File: src/rtl/avg_seq_ctrl.sv
// Sequencing controller for a growing-block averager: gates samples into
// 2^n blocks, applies config only at block boundaries, and buffers one result.
module avg_seq_ctrl #(
    parameter int N      = 16,
    parameter int MAXLOG = 7
) (
    input  logic              clk,
    input  logic              rst_n,
    input  logic [2:0]        cfg_n_avgs,
    input  logic              cfg_wr,
    input  logic              start,
    input  logic              stop,
    input  logic              in_valid,
    input  logic [N-1:0]      in_data,
    output logic              avg_valid,
    output logic [N-1:0]      avg_x,
    output logic [2:0]        avg_n_avgs,
    input  logic              avg_new_dat,
    input  logic [N-1:0]      avg_y,
    output logic              out_valid,
    output logic [N-1:0]      out_data,
    input  logic              out_ready,
    output logic              busy,
    output logic [15:0]       blk_cnt,
    output logic              ovf
);

    typedef enum logic [1:0] {
        ST_IDLE  = 2'd0,
        ST_RUN   = 2'd1,
        ST_DRAIN = 2'd2
    } state_e;

    localparam logic [MAXLOG:0] ONE_L = {{MAXLOG{1'b0}}, 1'b1};

    // A zero length request is treated as the shortest legal block (2 samples).
    function automatic logic [2:0] clamp_n(input logic [2:0] v);
        return (v == 3'd0) ? 3'd1 : v;
    endfunction

    state_e              state_q, state_d;
    logic [MAXLOG-1:0]   cnt_q, cnt_d;
    logic [15:0]         blk_q, blk_d;
    logic [2:0]          n_q, n_d;
    logic [2:0]          pend_n_q, pend_n_d;
    logic                pend_v_q, pend_v_d;
    logic                avg_valid_q, avg_valid_d;
    logic [N-1:0]        avg_x_q, avg_x_d;
    logic                out_valid_q, out_valid_d;
    logic [N-1:0]        out_data_q, out_data_d;
    logic                ovf_q, ovf_d;

    logic                accept_s;
    logic                start_idle_s;
    logic                wrap_s;
    logic                boundary_s;
    logic [MAXLOG:0]     len_m1_s;
    logic                cand_v_s;
    logic [2:0]          cand_n_s;

    // Next-state logic for the FSM, counters, config staging and result buffer.
    always_comb begin
        state_d     = state_q;
        cnt_d       = cnt_q;
        blk_d       = blk_q;
        n_d         = n_q;
        pend_n_d    = pend_n_q;
        pend_v_d    = pend_v_q;
        avg_valid_d = 1'b0;
        avg_x_d     = avg_x_q;
        out_valid_d = out_valid_q;
        out_data_d  = out_data_q;
        ovf_d       = ovf_q;

        accept_s     = in_valid && (state_q != ST_IDLE);
        start_idle_s = start && (state_q == ST_IDLE);
        len_m1_s     = (ONE_L << n_q) - ONE_L;
        wrap_s       = accept_s && ({1'b0, cnt_q} == len_m1_s);
        // A boundary is either the wrap edge or an idle slot before a block starts.
        boundary_s   = wrap_s || ((cnt_q == {MAXLOG{1'b0}}) && !accept_s);
        cand_v_s     = cfg_wr || pend_v_q;
        cand_n_s     = cfg_wr ? clamp_n(cfg_n_avgs) : pend_n_q;

        case (state_q)
            ST_IDLE: begin
                if (start && !stop) begin
                    state_d = ST_RUN;
                end else begin
                    state_d = ST_IDLE;
                end
            end
            ST_RUN: begin
                if (stop) begin
                    if ((cnt_q == {MAXLOG{1'b0}}) && !accept_s) begin
                        state_d = ST_IDLE;
                    end else begin
                        state_d = ST_DRAIN;
                    end
                end else begin
                    state_d = ST_RUN;
                end
            end
            ST_DRAIN: begin
                if (wrap_s) begin
                    state_d = ST_IDLE;
                end else begin
                    state_d = ST_DRAIN;
                end
            end
            default: begin
                state_d = ST_IDLE;
            end
        endcase

        if (start_idle_s) begin
            cnt_d = {MAXLOG{1'b0}};
            blk_d = 16'd0;
        end else if (accept_s) begin
            if (wrap_s) begin
                cnt_d = {MAXLOG{1'b0}};
                blk_d = blk_q + 16'd1;
            end else begin
                cnt_d = cnt_q + {{(MAXLOG-1){1'b0}}, 1'b1};
                blk_d = blk_q;
            end
        end else begin
            cnt_d = cnt_q;
            blk_d = blk_q;
        end

        if (cand_v_s && boundary_s) begin
            n_d      = cand_n_s;
            pend_v_d = 1'b0;
        end else if (cfg_wr) begin
            pend_n_d = clamp_n(cfg_n_avgs);
            pend_v_d = 1'b1;
        end else begin
            pend_v_d = pend_v_q;
        end

        if (accept_s) begin
            avg_valid_d = 1'b1;
            avg_x_d     = in_data;
        end else begin
            avg_valid_d = 1'b0;
        end

        if (start_idle_s) begin
            ovf_d = 1'b0;
        end else begin
            ovf_d = ovf_q;
        end

        // One-entry buffer: a held, unaccepted result blocks the new one.
        if (avg_new_dat) begin
            if (!out_valid_q || out_ready) begin
                out_valid_d = 1'b1;
                out_data_d  = avg_y;
            end else begin
                ovf_d = 1'b1;
            end
        end else if (out_valid_q && out_ready) begin
            out_valid_d = 1'b0;
        end else begin
            out_valid_d = out_valid_q;
        end
    end

    // State and datapath registers with synchronous active-low reset.
    always_ff @(posedge clk) begin
        if (!rst_n) begin
            state_q     <= ST_IDLE;
            cnt_q       <= {MAXLOG{1'b0}};
            blk_q       <= 16'd0;
            n_q         <= 3'd1;
            pend_n_q    <= 3'd0;
            pend_v_q    <= 1'b0;
            avg_valid_q <= 1'b0;
            avg_x_q     <= {N{1'b0}};
            out_valid_q <= 1'b0;
            out_data_q  <= {N{1'b0}};
            ovf_q       <= 1'b0;
        end else begin
            state_q     <= state_d;
            cnt_q       <= cnt_d;
            blk_q       <= blk_d;
            n_q         <= n_d;
            pend_n_q    <= pend_n_d;
            pend_v_q    <= pend_v_d;
            avg_valid_q <= avg_valid_d;
            avg_x_q     <= avg_x_d;
            out_valid_q <= out_valid_d;
            out_data_q  <= out_data_d;
            ovf_q       <= ovf_d;
        end
    end

    assign avg_valid  = avg_valid_q;
    assign avg_x      = avg_x_q;
    assign avg_n_avgs = n_q;
    assign out_valid  = out_valid_q;
    assign out_data   = out_data_q;
    assign busy       = (state_q != ST_IDLE);
    assign blk_cnt    = blk_q;
    assign ovf        = ovf_q;

endmodule

File: config.mk
export PLATFORM = sky130hd
export DESIGN_NAME = avg_seq_ctrl
export DESIGN_NICKNAME = d
export VERILOG_FILES = /design/src/rtl/avg_seq_ctrl.sv
export SDC_FILE = /design/constraint.sdc
export NUM_CORES = 1
export LEC_CHECK = 0
export ABC_CLOCK_PERIOD_IN_PS = 2670
export CORE_ASPECT_RATIO = 1.4
export CORE_MARGIN = 8
export CORE_UTILIZATION = 46
export DETAILED_ROUTE_END_ITERATION = 7
export GPL_ROUTABILITY_DRIVEN = 0
export PLACE_DENSITY = 0.83
export SYNTH_ARGS = -nofsm -noshare
export SYNTH_HDL_FRONTEND = slang
export SYNTH_SLANG_ARGS = --single-unit
File: constraint.sdc
create_clock -name clk -period 2.67 [get_ports clk]
set_input_delay 0.267 -clock clk [delete_from_list [all_inputs] [get_ports clk]]
set_output_delay 0.267 -clock clk [all_outputs]
set_load 0.01 [all_outputs]
### Yosys cells after proc, flatten, opt, wreduce, memory -nomap -nowiden

Cells that the tools add are included.

| storage, ports and cells | value |
|---|---|
| word-level logic and storage cells | 58 |
| output and inout port bits | 55 |
| register bits | 67 |
| input bits | 43 |

| operators by class | value |
|---|---|
| muxes and demuxes | 15 |
| equal/unequal tests | 4 |
| reduce and logical (&&, ||, !) cells | 23 |
| $add $sub $neg | 3 |
| bitwise logic cells | 1 |
| shift-type cells | 1 |

Operators by type and width:

| operator | number |
|---|---|
| 16-bit by 1-bit adder with 16-bit output (second input constant) | 1 |
| 7-bit by 8-bit == test with 1-bit output | 1 |
| 1-bit 2-to-1 mux | 8 |
| 1-bit by 3-bit << shifter with 8-bit output (first input constant) | 1 |
| 8-bit by 1-bit subtractor with 8-bit output (second input constant) | 1 |
| 7-bit by 1-bit adder with 7-bit output (second input constant) | 1 |
| 1-bit logical AND | 7 |
| 7-bit zero test | 1 |
| 7-bit 2-to-1 mux | 1 |
| 2-bit 2-to-1 mux | 3 |
| 3-bit 2-to-1 mux | 2 |
| 2-bit one-hot mux with 3 select lines | 1 |
| 2-bit AND reduction | 3 |
| 2-bit nonzero test | 2 |
| 2-bit OR reduction | 2 |
| 1-bit zero test | 3 |
| 3-bit zero test | 1 |
| 1-bit logical OR | 3 |
| 2-bit by 1-bit == test with 1-bit output (second input constant) | 1 |
| 2-bit == test (second input constant) | 1 |
| 2-bit zero test | 1 |
| 2-bit by 1-bit inequality test with 1-bit output (second input constant) | 1 |
| 1-bit NOT | 1 |

### Depth between registers and ports, before layout

| depth | value |
|---|---|
| word-level depth | 7 |
| depth in mapped cells | 7 |
| mapped depth without buffers | 6 |

### Least setup slack after synthesis

No wires, ideal clock.

| timing path | value |
|---|---|
| path kind | flip-flop to flip-flop |
| from | reg n_q[1], in the netlist avg_n_avgs[1] |
| to | reg blk_q[12], in the netlist blk_cnt[12] |
| period minus slack after synthesis | 2.049 ns |
| required time | 2.535 ns |
| buffers on the path | 2 |
| slack | 0.621 ns |
| library setup time | 0.135 ns |
| stages on the path, launching flop included | 8 |
| data arrival time | 1.913 ns |
| cell sequence | dfxtp_1 > buf_2 > nor4b_2 > a31oi_1 > a2111o_1 > buf_2 > o311ai_0 > o41ai_1 |

| on the way | value |
|---|---|
| longest elaborated chain between the ends | 5 |

RTL lines:

| item | RTL line | source |
|---|---|---|
| start: declaration | 44 | `logic [2:0] n_q, n_d;` |
| start signal: assignment | 187 | `n_q <= n_d;` |
| 1-bit by 3-bit << shifter with 8-bit output | 77 | `len_m1_s = (ONE_L << n_q) - ONE_L;` |
| 8-bit by 1-bit subtractor with 8-bit output | 77 |  |
| 7-bit by 8-bit == test with 1-bit output | 78 | `wrap_s = accept_s && ({1'b0, cnt_q} == len_m1_s);` |
| 1-bit logical AND | 78 |  |
| 2-bit AND reduction (no line) | n/a |  |
| end signal: assignment | 186 | `blk_q <= blk_d;` |
| end: declaration | 43 | `logic [15:0] blk_q, blk_d;` |

Every way passes these cells.
A chain may end at the register's enable or synchronous reset.

### Final worst setup path

| timing path | value |
|---|---|
| from | reg n_q[1], in the netlist avg_n_avgs[1] |
| to | reg blk_q[8], in the netlist blk_cnt[8] |

The elaborated chain is that of the path after synthesis.

==> summary.txt <==
Detailed routing
  • Starting DRC count in detailed routing: 162
  • TritonRoute pass-1 iters: 4
  • Drt wl/cell: 14.84 microns
  • Via-to-Cell Ratio: 5.353
  • Residual DRC: 0
  • Antenna Nets Post-Route: 0
  • Drt total wl: 7956 microns
  • Vias: 2869

CTS
  • Post-CTS resize count: 0
  • H-Tree Depth: 3
  • # hold bufs at CTS: 0
  • CTS Buffer Depth: 2
  • CTS tree: built
  • CTS Buf Count: 9
  • Post-CTS setup buffer count: 0
  • Clock Latency Late Sink: 340 ps
  • Worst-path clk slew: 70 ps
  • Root buffer cell: clkbuf_8
  • Clock Sinks: 67

Synthesis
  • Main area contributors after synthesis: dfxtp_1, nand2_1, a21boi_0, mux2i_1, nand2b_1
  • Post-Syn Area per Cell: 8.501 sq um
  • Number of synthesis warnings: 0
  • Gate Count Post-Synth: 364
  • Mapped Area: 0.003094 sq mm
  • Synth unique cells: 47
  • Largest area contributor in the netlist: dfxtp_1
  • Top_reg_cell synth: dfxtp_1
  • Share of the synthesized area in the top cell type: 0.4335
  • Syn nets: 410
  • EDFF count, synth: 0
  • Sequential area share after synthesis: 0.4335
  • #FFs+latches synth: 67
  • Synth async-reset ratio: 0

Pwr
  • Final Power: 2045 uW
  • Max VDD drop: 0.2899 mV
  • Cell Pwr Density: 477.3 mW/mm^2
  • Pleak: 0.001502 uW

Global routing
  • Initial antenna violation count: 0
  • First-pass GRT wire length: 13190 microns
  • Largest net degree at the start of global routing: 51
  • GR Overflow Total: 0
  • Vias in the first global route: 2787
  • GRT Total Usage: 0.1682

Timing
  • Fin. Hold Viols: 0
  • Crit share post-route: 0.8812
  • WHS: 462.9 ps
  • Final setup viols: 0
  • Minimum clock period: 2353 ps
  • Max frequency: 425.0 MHz
  • Setup TNS: 0 ps
  • RSZ-0062 raised after global routing: false
  • Max_slew headroom: 0.4140
  • Final Skew: 9.336 ps
  • Worst-Margin Slew: 875.8 ps
  • Max-slew violations: 0

Layout
  • Register area: 0.001341 sq mm
  • Multi-input gate area: 0.001633 sq mm
  • Filler Cell Count: 584
  • Fin util: 0.6522
  • Final Instance Area: 0.004284 sq mm
  • Share of cells above drive strength 1: 0.07143
  • Antenna Cells: 0
  • Commonest non-fill, non-tap cell in the layout: clkdlybuf4s50_1
  • Most frequent cells in the layout: clkdlybuf4s50_1, nand2_1, dfxtp_1
  • Final Net Count: 504
  • Area Overhead vs Synth: 38.46%

Die
  • Starting Density: 0.4710
  • DIE WIDTH: 85.32 microns
  • Core Region: 0.006569 sq mm
  • Die height: 113.0 microns
  • Die Footprint: 0.009644 sq mm
  • Row Count: 35
  • I/O pin count: 98

Worst setup path
  • CP Launch Type: flop
  • Critical Path RT: 2930 ps
  • Crit. End Element: flop
  • CP Class: reg -> reg
  • Critical Path AT: 2620 ps
  • Peak fanout along the critical path: 16

Placement
  • # port buffers: 97
  • DP Area: 0.004124 sq mm
  • Hpwl dp: 5872 microns

Run status
  • Outcome: finished clean

Min path
  • Hold Crit Class: reg -> reg

Flow run
  • Maximum capacitance violations: 0
[logic make-up after synthesis]
| group | after synthesis | share of synthesized area |
|---|---|---|
| adders and majority gates | 3 | 0.01213 |
| buffers and inverters | 27 | 0.03882 |
| and+or+nand+nor | 170 | 0.2661 |
| muxes | 17 | 0.05580 |
| DFF | 67 | 0.4335 |
| xor gates and xnor gates | 6 | 0.01698 |
| AOI/OAI and AO/OA | 74 | 0.1767 |
[worst max-delay path, cell delays in order (launching register included)]
cell,delay [ps]
dfxtp_1,550
nor4b_2,260
a31oi_1,120
a2111o_1,650
buf_4,240
nor4_2,270
mux2i_1,200
[synthesized netlist by cell type (2+ instances only)]
| library cell | instances |
|---|---|
| nand2_1 | 92 |
| dfxtp_1 | 67 |
| a21boi_0 | 32 |
| clkbuf_1 | 19 |
| nand2b_1 | 16 |
| mux2i_1 | 15 |
| nor3_1 | 12 |
| nor2_1 | 9 |
| a21oi_1 | 8 |
| nand3_1 | 8 |
| o21ai_0 | 8 |
| nor2b_1 | 5 |
| a31oi_1 | 4 |
| nand4_1 | 4 |
| o21a_1 | 4 |
| xnor2_1 | 4 |
| and2_1 | 3 |
| and3_1 | 3 |
| buf_2 | 3 |
| ha_1 | 3 |
| inv_1 | 3 |
| nor4_1 | 3 |
| o311ai_0 | 3 |
| o41ai_1 | 3 |
| or2_2 | 3 |
| buf_6 | 2 |
| mux2_2 | 2 |
| nor4_2 | 2 |
| o211ai_1 | 2 |
| o21bai_1 | 2 |
| or3_1 | 2 |
| or4_1 | 2 |
| xor2_1 | 2 |
[flip-flops by register name (all words and copies together), names as in the netlist]
name and flops:
blk_cnt 16, cnt_q 7, ovf 1, avg_n_avgs 3
pend_n_q 3, state_q 2, avg_x 16, pend_v_q 1
out_data 16, avg_valid 1, out_valid 1
[area by class of cell]
class                           instances  share of cell area
Clock buffer                           12             0.03388
Clock inverter                          3            0.003505
Inverter                                3            0.002629
Multi-Input combinational cell        270              0.3811
Sequential cell                        67              0.3131
Tap cell                               74             0.02161
Timing Repair Buffer                  107              0.2442
[worst paths after layout]
kind / end / start / cells past startpoint / slack [ps]
hold / removal: pend_n_q[2]$_SDFFE_PN0N_ / pend_n_q[2]$_SDFFE_PN0N_ / 2 / 460
setup / recovery: blk_cnt[8]$_SDFFE_PP0P_ / avg_n_avgs[1]$_SDFFE_PN0P_ / 6 / 320
hold reg to reg: pend_n_q[2]$_SDFFE_PN0N_ / pend_n_q[2]$_SDFFE_PN0N_ / 2 / 460
setup reg to reg: blk_cnt[8]$_SDFFE_PP0P_ / avg_n_avgs[1]$_SDFFE_PN0P_ / 6 / 320
[per-layer routing]
metal	track usage	part of all wire	vias to the layer above
li1	-	-	1445
met1	0.1798	0.41	1320
met2	0.2861	0.50	90
met3	0.06091	0.070	14
met4	0.08099	0.025	0
met5	0	0	-
[per-stage QoR]
stage / worst slack (ps) / cells
after floorplan: 621.4 / 364
after global placement: 253.4 / 521
after detailed placement: 217.4 / 521
after CTS: 311.2 / 536
after global routing: 104.4 / 536
final: 317.3 / 536
[power breakdown]
| part | internal (uW) | switching, uW | leakage (uW) |
|---|---|---|---|
| logic | 151 | 123 | 0.000872 |
| registers | 1030 | 23.0 | 0.000544 |
| clock network | 353 | 366 | 0.0000860 |
No activity file was read; power rests on OpenSTA's default activity.
